--- src/rtl/vm_proj_buffer_if.sv ---
// Handshake bundle between the VM projection router, the ping-pong buffer
// and the downstream match engine.
interface vm_proj_buffer_if #(
  parameter int unsigned DATA_W = 13,
  parameter int unsigned ADDR_W = 6
);
  logic              start;
  logic              wr_en;
  logic [DATA_W-1:0] wr_data;
  logic              rd_en;
  logic [DATA_W-1:0] rd_data;
  logic              rd_valid;
  logic              rd_empty;
  logic [ADDR_W:0]   nproj_rd;
  logic              ovf_rd;

  modport master (
    output start, wr_en, wr_data, rd_en,
    input  rd_data, rd_valid, rd_empty, nproj_rd, ovf_rd
  );

  modport slave (
    input  start, wr_en, wr_data, rd_en,
    output rd_data, rd_valid, rd_empty, nproj_rd, ovf_rd
  );
endinterface

--- src/rtl/vm_proj_buffer.sv ---
// Two-page (ping-pong) event buffer for VM projection words: one page fills
// while the other is drained; start swaps the pages at the event boundary.
module vm_proj_buffer #(
  parameter int unsigned DATA_W = 13,
  parameter int unsigned ADDR_W = 6
) (
  input logic              clk,
  input logic              reset,
  vm_proj_buffer_if.slave  bus
);

  localparam int unsigned DEPTH = 2 ** ADDR_W;

  logic [DATA_W-1:0] r_mem [0:2*DEPTH-1];

  logic              r_wr_page;
  logic [ADDR_W:0]   r_wr_cnt;
  logic              r_wr_ovf;
  logic [ADDR_W:0]   r_rd_ptr;
  logic [ADDR_W:0]   r_nproj_rd;
  logic              r_ovf_rd;
  logic [DATA_W-1:0] r_rd_data;
  logic              r_rd_valid;

  logic              w_wr_full;
  logic              w_rd_empty;
  logic              w_rd_accept;
  logic              w_mem_we;
  logic [ADDR_W:0]   w_mem_waddr;
  logic [ADDR_W:0]   w_mem_raddr;

  assign w_wr_full   = r_wr_cnt[ADDR_W];
  assign w_rd_empty  = (r_rd_ptr == r_nproj_rd);
  assign w_rd_accept = bus.rd_en && !w_rd_empty && !bus.start;
  assign w_mem_raddr = {~r_wr_page, r_rd_ptr[ADDR_W-1:0]};

  // A write coinciding with start lands at word 0 of the page that becomes
  // the write page on this very edge.
  always_comb begin
    w_mem_we    = 1'b0;
    w_mem_waddr = '0;
    if (!reset && bus.wr_en) begin
      if (bus.start) begin
        w_mem_we    = 1'b1;
        w_mem_waddr = {~r_wr_page, {ADDR_W{1'b0}}};
      end else if (!w_wr_full) begin
        w_mem_we    = 1'b1;
        w_mem_waddr = {r_wr_page, r_wr_cnt[ADDR_W-1:0]};
      end
    end
  end

  always_ff @(posedge clk) begin
    if (w_mem_we) begin
      r_mem[w_mem_waddr] <= bus.wr_data;
    end
  end

  always_ff @(posedge clk) begin
    if (reset) begin
      r_wr_page <= 1'b0;
      r_wr_cnt  <= '0;
      r_wr_ovf  <= 1'b0;
    end else if (bus.start) begin
      r_wr_page <= ~r_wr_page;
      r_wr_cnt  <= bus.wr_en ? {{ADDR_W{1'b0}}, 1'b1} : '0;
      r_wr_ovf  <= 1'b0;
    end else if (bus.wr_en) begin
      if (w_wr_full) begin
        r_wr_ovf <= 1'b1;
      end else begin
        r_wr_cnt <= r_wr_cnt + 1'b1;
      end
    end
  end

  always_ff @(posedge clk) begin
    if (reset) begin
      r_rd_ptr   <= '0;
      r_nproj_rd <= '0;
      r_ovf_rd   <= 1'b0;
      r_rd_data  <= '0;
      r_rd_valid <= 1'b0;
    end else begin
      r_rd_valid <= w_rd_accept;
      if (bus.start) begin
        r_rd_ptr   <= '0;
        r_nproj_rd <= r_wr_cnt;
        r_ovf_rd   <= r_wr_ovf;
      end else if (w_rd_accept) begin
        r_rd_data <= r_mem[w_mem_raddr];
        r_rd_ptr  <= r_rd_ptr + 1'b1;
      end
    end
  end

  assign bus.rd_data  = r_rd_data;
  assign bus.rd_valid = r_rd_valid;
  assign bus.rd_empty = w_rd_empty;
  assign bus.nproj_rd = r_nproj_rd;
  assign bus.ovf_rd   = r_ovf_rd;

endmodule
--- src/flat_wrapper.sv ---
// flat-port wrapper written by rule: the top's interface ports become plain ports
module vm_proj_buffer_flat 
#(
  parameter int unsigned DATA_W = 13,
  parameter int unsigned ADDR_W = 6
)
  (clk, reset, bus_start, bus_wr_en, bus_wr_data, bus_rd_en, bus_rd_data, bus_rd_valid, bus_rd_empty, bus_nproj_rd, bus_ovf_rd);
  vm_proj_buffer_if #(.DATA_W(DATA_W), .ADDR_W(ADDR_W)) bus_i ();
  input logic clk;
  input logic reset;
  input wire logic [$bits(bus_i.start)-1:0] bus_start;
  input wire logic [$bits(bus_i.wr_en)-1:0] bus_wr_en;
  input wire logic [$bits(bus_i.wr_data)-1:0] bus_wr_data;
  input wire logic [$bits(bus_i.rd_en)-1:0] bus_rd_en;
  output wire logic [$bits(bus_i.rd_data)-1:0] bus_rd_data;
  output wire logic [$bits(bus_i.rd_valid)-1:0] bus_rd_valid;
  output wire logic [$bits(bus_i.rd_empty)-1:0] bus_rd_empty;
  output wire logic [$bits(bus_i.nproj_rd)-1:0] bus_nproj_rd;
  output wire logic [$bits(bus_i.ovf_rd)-1:0] bus_ovf_rd;
  assign bus_i.start = bus_start;
  assign bus_i.wr_en = bus_wr_en;
  assign bus_i.wr_data = bus_wr_data;
  assign bus_i.rd_en = bus_rd_en;
  assign bus_rd_data = bus_i.rd_data;
  assign bus_rd_valid = bus_i.rd_valid;
  assign bus_rd_empty = bus_i.rd_empty;
  assign bus_nproj_rd = bus_i.nproj_rd;
  assign bus_ovf_rd = bus_i.ovf_rd;
  vm_proj_buffer #(.DATA_W(DATA_W), .ADDR_W(ADDR_W)) u_core (.clk(clk), .reset(reset), .bus(bus_i));
endmodule
--- config.mk ---
export PLATFORM = sky130hd
export DESIGN_NAME = vm_proj_buffer_flat
export DESIGN_NICKNAME = d
export VERILOG_FILES = /design/src/rtl/vm_proj_buffer_if.sv /design/src/rtl/vm_proj_buffer.sv /design/src/flat_wrapper.sv
export SDC_FILE = /design/constraint.sdc
export NUM_CORES = 2
export LEC_CHECK = 0
export BUFFER_PORTS_ARGS = -buffer_cell sky130_fd_sc_hd__buf_2
export CAP_MARGIN = 10
export CORE_ASPECT_RATIO = 0.9
export CORE_MARGIN = 8
export CORE_UTILIZATION = 55
export CTS_CLUSTER_SIZE = 25
export DETAILED_ROUTE_END_ITERATION = 12
export PLACE_DENSITY = 0.73
export SKIP_LAST_GASP = 1
export SYNTH_ARGS = -nofsm -noshare
export SYNTH_HDL_FRONTEND = slang
export SYNTH_SLANG_ARGS = --single-unit
--- constraint.sdc ---
create_clock -name clk -period 2.85 [get_ports clk]
set_input_delay 0.57 -clock clk [delete_from_list [all_inputs] [get_ports clk]]
set_output_delay 0.57 -clock clk [all_outputs]
set_load 0.05 [all_outputs]
==> impl_results.md <==
* Status: finished with violations
* Violated checks: setup timing
* Adder-cell area share of the yosys netlist at 0.0375%
* Total CTS buffers at 159
* Register area share after synthesis at 75.9%
* Min setup slack post-route at -0.0184 ns
* Worst-Skew Late Latency at 0.78 ns
* Final period utilization at 101%
* Compound-Gate Fraction of Synth Area at 4.19%
* Max Cap Viol at 0
* Die W at 383 um
* DIE AREA at 0.133 mm^2
* Yosys cell types at 58
* Max rail drop VDD at 0.000839 V
* Final hold violation count at 0
* Clock skew at 0.0213 ns
* Simple-Gate Fraction of Synth Area at 2.51%
* Io pins at 41
* Fmax at 349 MHz
* Synth Instances at 3447
* Overflow after GRT at 0
* Fill cell count at 7972
* Final ANT Viol Nets at 0
* RSZ-0062 raised after global routing: yes
* Setup crit end kind: flop
* H-tree Lvls at 4
* WP data required at 3.50 ns
* Leading area contributor after synthesis: edfxtp_1
* Post-synth ARST share at 0%
* Clock transition at path regs at 0.07 ns
* Worst slew pin tran at 1.09 ns
* Clk buf depth at 3
* Clk root buf: clkbuf_16
* DRC viols at 0
* First DRT Iteration DRCs at 4725
* Final setup fails at 1
* Post-route design area at 0.0770 mm^2
* Largest family of logic cells by synthesized area: multiplexers
* Clk sink count at 1702
* Chip height at 347 um
* EDFF count, synth at 1664
* Lkg Pwr at 23.6 nW
* Post-DP HPWL at 102 mm
* Aggregate routed wire length at 165 mm
* Post-synthesis mux area share at 14.8%
* Detailed Routing Iterations Pass 1 at 8
* Initial cell density of the core at 55.3%
* Max Slew Vio Count at 0
* Cell Pwr Density at 643 mW/mm^2
* IO Port Bufs at 40
* Top post-synthesis cells by area: edfxtp_1, mux2i_1, mux4_2
* WS Path Type: reg -> reg
* Row count at 121
* Place WS at -0.480 ns
* First-pass GRT wire length at 236 mm
* Synth-to-Final Area Change at 15.2%
* Startpoint types: flop
* Prevailing post-synth register cell: edfxtp_1
* XOR/XNOR Fraction of Synth Area at 0.206%
* Worst hold path class: in -> reg
* Vias per cell at 6.38
* Vias in the first global route at 34400
* Yosys reg bits at 1702
* Vias at 35500
* Share of the synthesized area in the top cell type at 74.8%
* Hold-fix buffers, CTS at 0
* Final nets at 3849
* Global Route Usage Sum at 24.2%
* Proportion of layout cells with a drive suffix above 1 at 23.9%
* Initial antenna violation count at 3
* Mapped Nets at 3467
* Sequential cell area at 0.0507 mm^2
* Placed Area at 0.0712 mm^2
* Ant diodes at 0
* Synthesized cell area at 0.0668 mm^2
* Syn_area_per_cell at 19.4 um^2
* Hold_ws at 0.0761 ns
* Crit path DAT at 3.52 ns
* Slew headroom at 27.3%
* Largest net degree at the start of global routing at 129
* Routability congestion estimate at 0.903
* Synth warn at 0
* Worst-path maximum fanout at 46
* Clock period minus worst slack at 2.87 ns
* WL/cell at 29.7 um
* CTS tree: yes
* Multi-input logic area at 0.0148 mm^2
* CORE AREA at 0.121 mm^2
-- layout make-up --
cell class	count	area share, %
Multi-Input combinational cell	1536	19.2
Clock inverter	97	1.22
Sequential cell	1702	65.9
Inverter	4	0.0195
Tap cell	1599	2.60
Timing Repair Buffer	426	5.54
Clock buffer	197	5.49
-- flip-flops by register name, summed over array words and instances, names as in the netlist --
| register | cells |
|---|---|
| u_core.r_mem | 1664 |
| u_core.bus.rd_data | 13 |
| u_core.bus.nproj_rd | 7 |
| u_core.r_rd_ptr | 7 |
| u_core.r_wr_cnt | 7 |
| u_core.bus.ovf_rd | 1 |
| u_core.bus.rd_valid | 1 |
| u_core.r_wr_ovf | 1 |
| u_core.r_wr_page | 1 |
-- cell usage after synthesis (all sizes together), types with 2 or more instances --
cell type,number
mux2,26
nand4,2
nor3,16
nor4,29
a22oi,83
nand3b,3
ha,2
nor2,169
xnor2,8
buf,151
nand2b,3
or3b,2
a221oi,39
o211ai,5
mux2i,517
dlygate4sd1,3
a31oi,13
o22ai,78
inv,4
o21ai,72
mux4,195
or2,16
clkbuf,52
o221ai,26
a21oi,79
nand3,23
edfxtp,1664
nor3b,2
dfxtp,38
a211oi,13
or3,4
and2,5
xor2,6
nor2b,12
nand2,81
-- report_power, final --
| part | switching [mW] | internal (mW) |
|---|---|---|
| sequential | 0.0245 | 27.5 |
| clock | 9.07 | 12.0 |
| combinational | 0.678 | 0.227 |
| total | 9.77 | 39.7 |
-- what timing repair did --
action                     CTS  global route
setup endpoints to repair  115           161
cloned                       3             3
resized for setup           24            36
setup buffers                8             4
pin swaps                    1             5
-- per-stage QoR --
stage	power [mW]	setup TNS (ns)	instances	utilization [%]
4_1_cts	49.7	-0.162	5553	63.5
5_1_grt	50.6	-0.118	5561	63.7
3_3_place_gp	28.9	-211.10	5248	59.0
3_5_place_dp	28.9	-214.94	5248	59.0
2_1_floorplan	28.2	0	3447	-
6_report	49.5	-0.0184	5561	63.7
-- worst max-delay path: stages (launching register included) --
cell and delay [ns]:
dfxtp_4 0.40, buf_4 0.17, buf_4 0.15, buf_12 0.30, buf_12 0.23, mux4_2 0.30, mux2i_1 0.44, nor2_1 0.10
nor4_1 0.52, nor3_1 0.10
-- cells by family (layout without fill, tap and decap cells) --
family          count (synthesis)  in the layout
compound gates                411            411
xor+xnor                       14             14
flops                        1702           1702
fa+ha+maj                       2              2
simple gates                  370            371
mux                           738            738
buf+inv                       210            724
-- final timing paths --
check / from / slack, ns / end / cells past startpoint
setup / recovery: u_core.r_rd_ptr[1] / -0.02 / u_core.bus.rd_data[2] / 9
hold / removal: bus_wr_data[2] / 0.08 / u_core.r_mem[31][2] / 1
setup reg to reg: u_core.r_rd_ptr[1] / -0.02 / u_core.bus.rd_data[2] / 9
hold reg to reg: u_core.r_rd_ptr[6] / 0.52 / u_core.r_rd_ptr[6] / 2
-- placed cells by master, fill, tap and decap left out, types with 26 or more instances in the layout --
cell type,n
edfxtp_1,1664
buf_4,313
clkinv_1,41
buf_2,26
o22ai_1,78
buf_12,73
dfxtp_1,32
clkbuf_1,32
nand2_1,81
mux4_2,192
a21oi_1,79
mux2i_1,508
nor2_1,167
mux2_2,26
clkbuf_16,166
a22oi_1,83
o21ai_0,55
-- routing by layer --
layer	global-route usage, %	vias to the layer above	wire, um
met4	7.68	0	4840
met5	0	-	0
met2	36.9	2028	76700
met1	34.9	18300	66100
met3	5.54	294	17500
li1	-	14800	-
(Power assumes the default switching activity.)
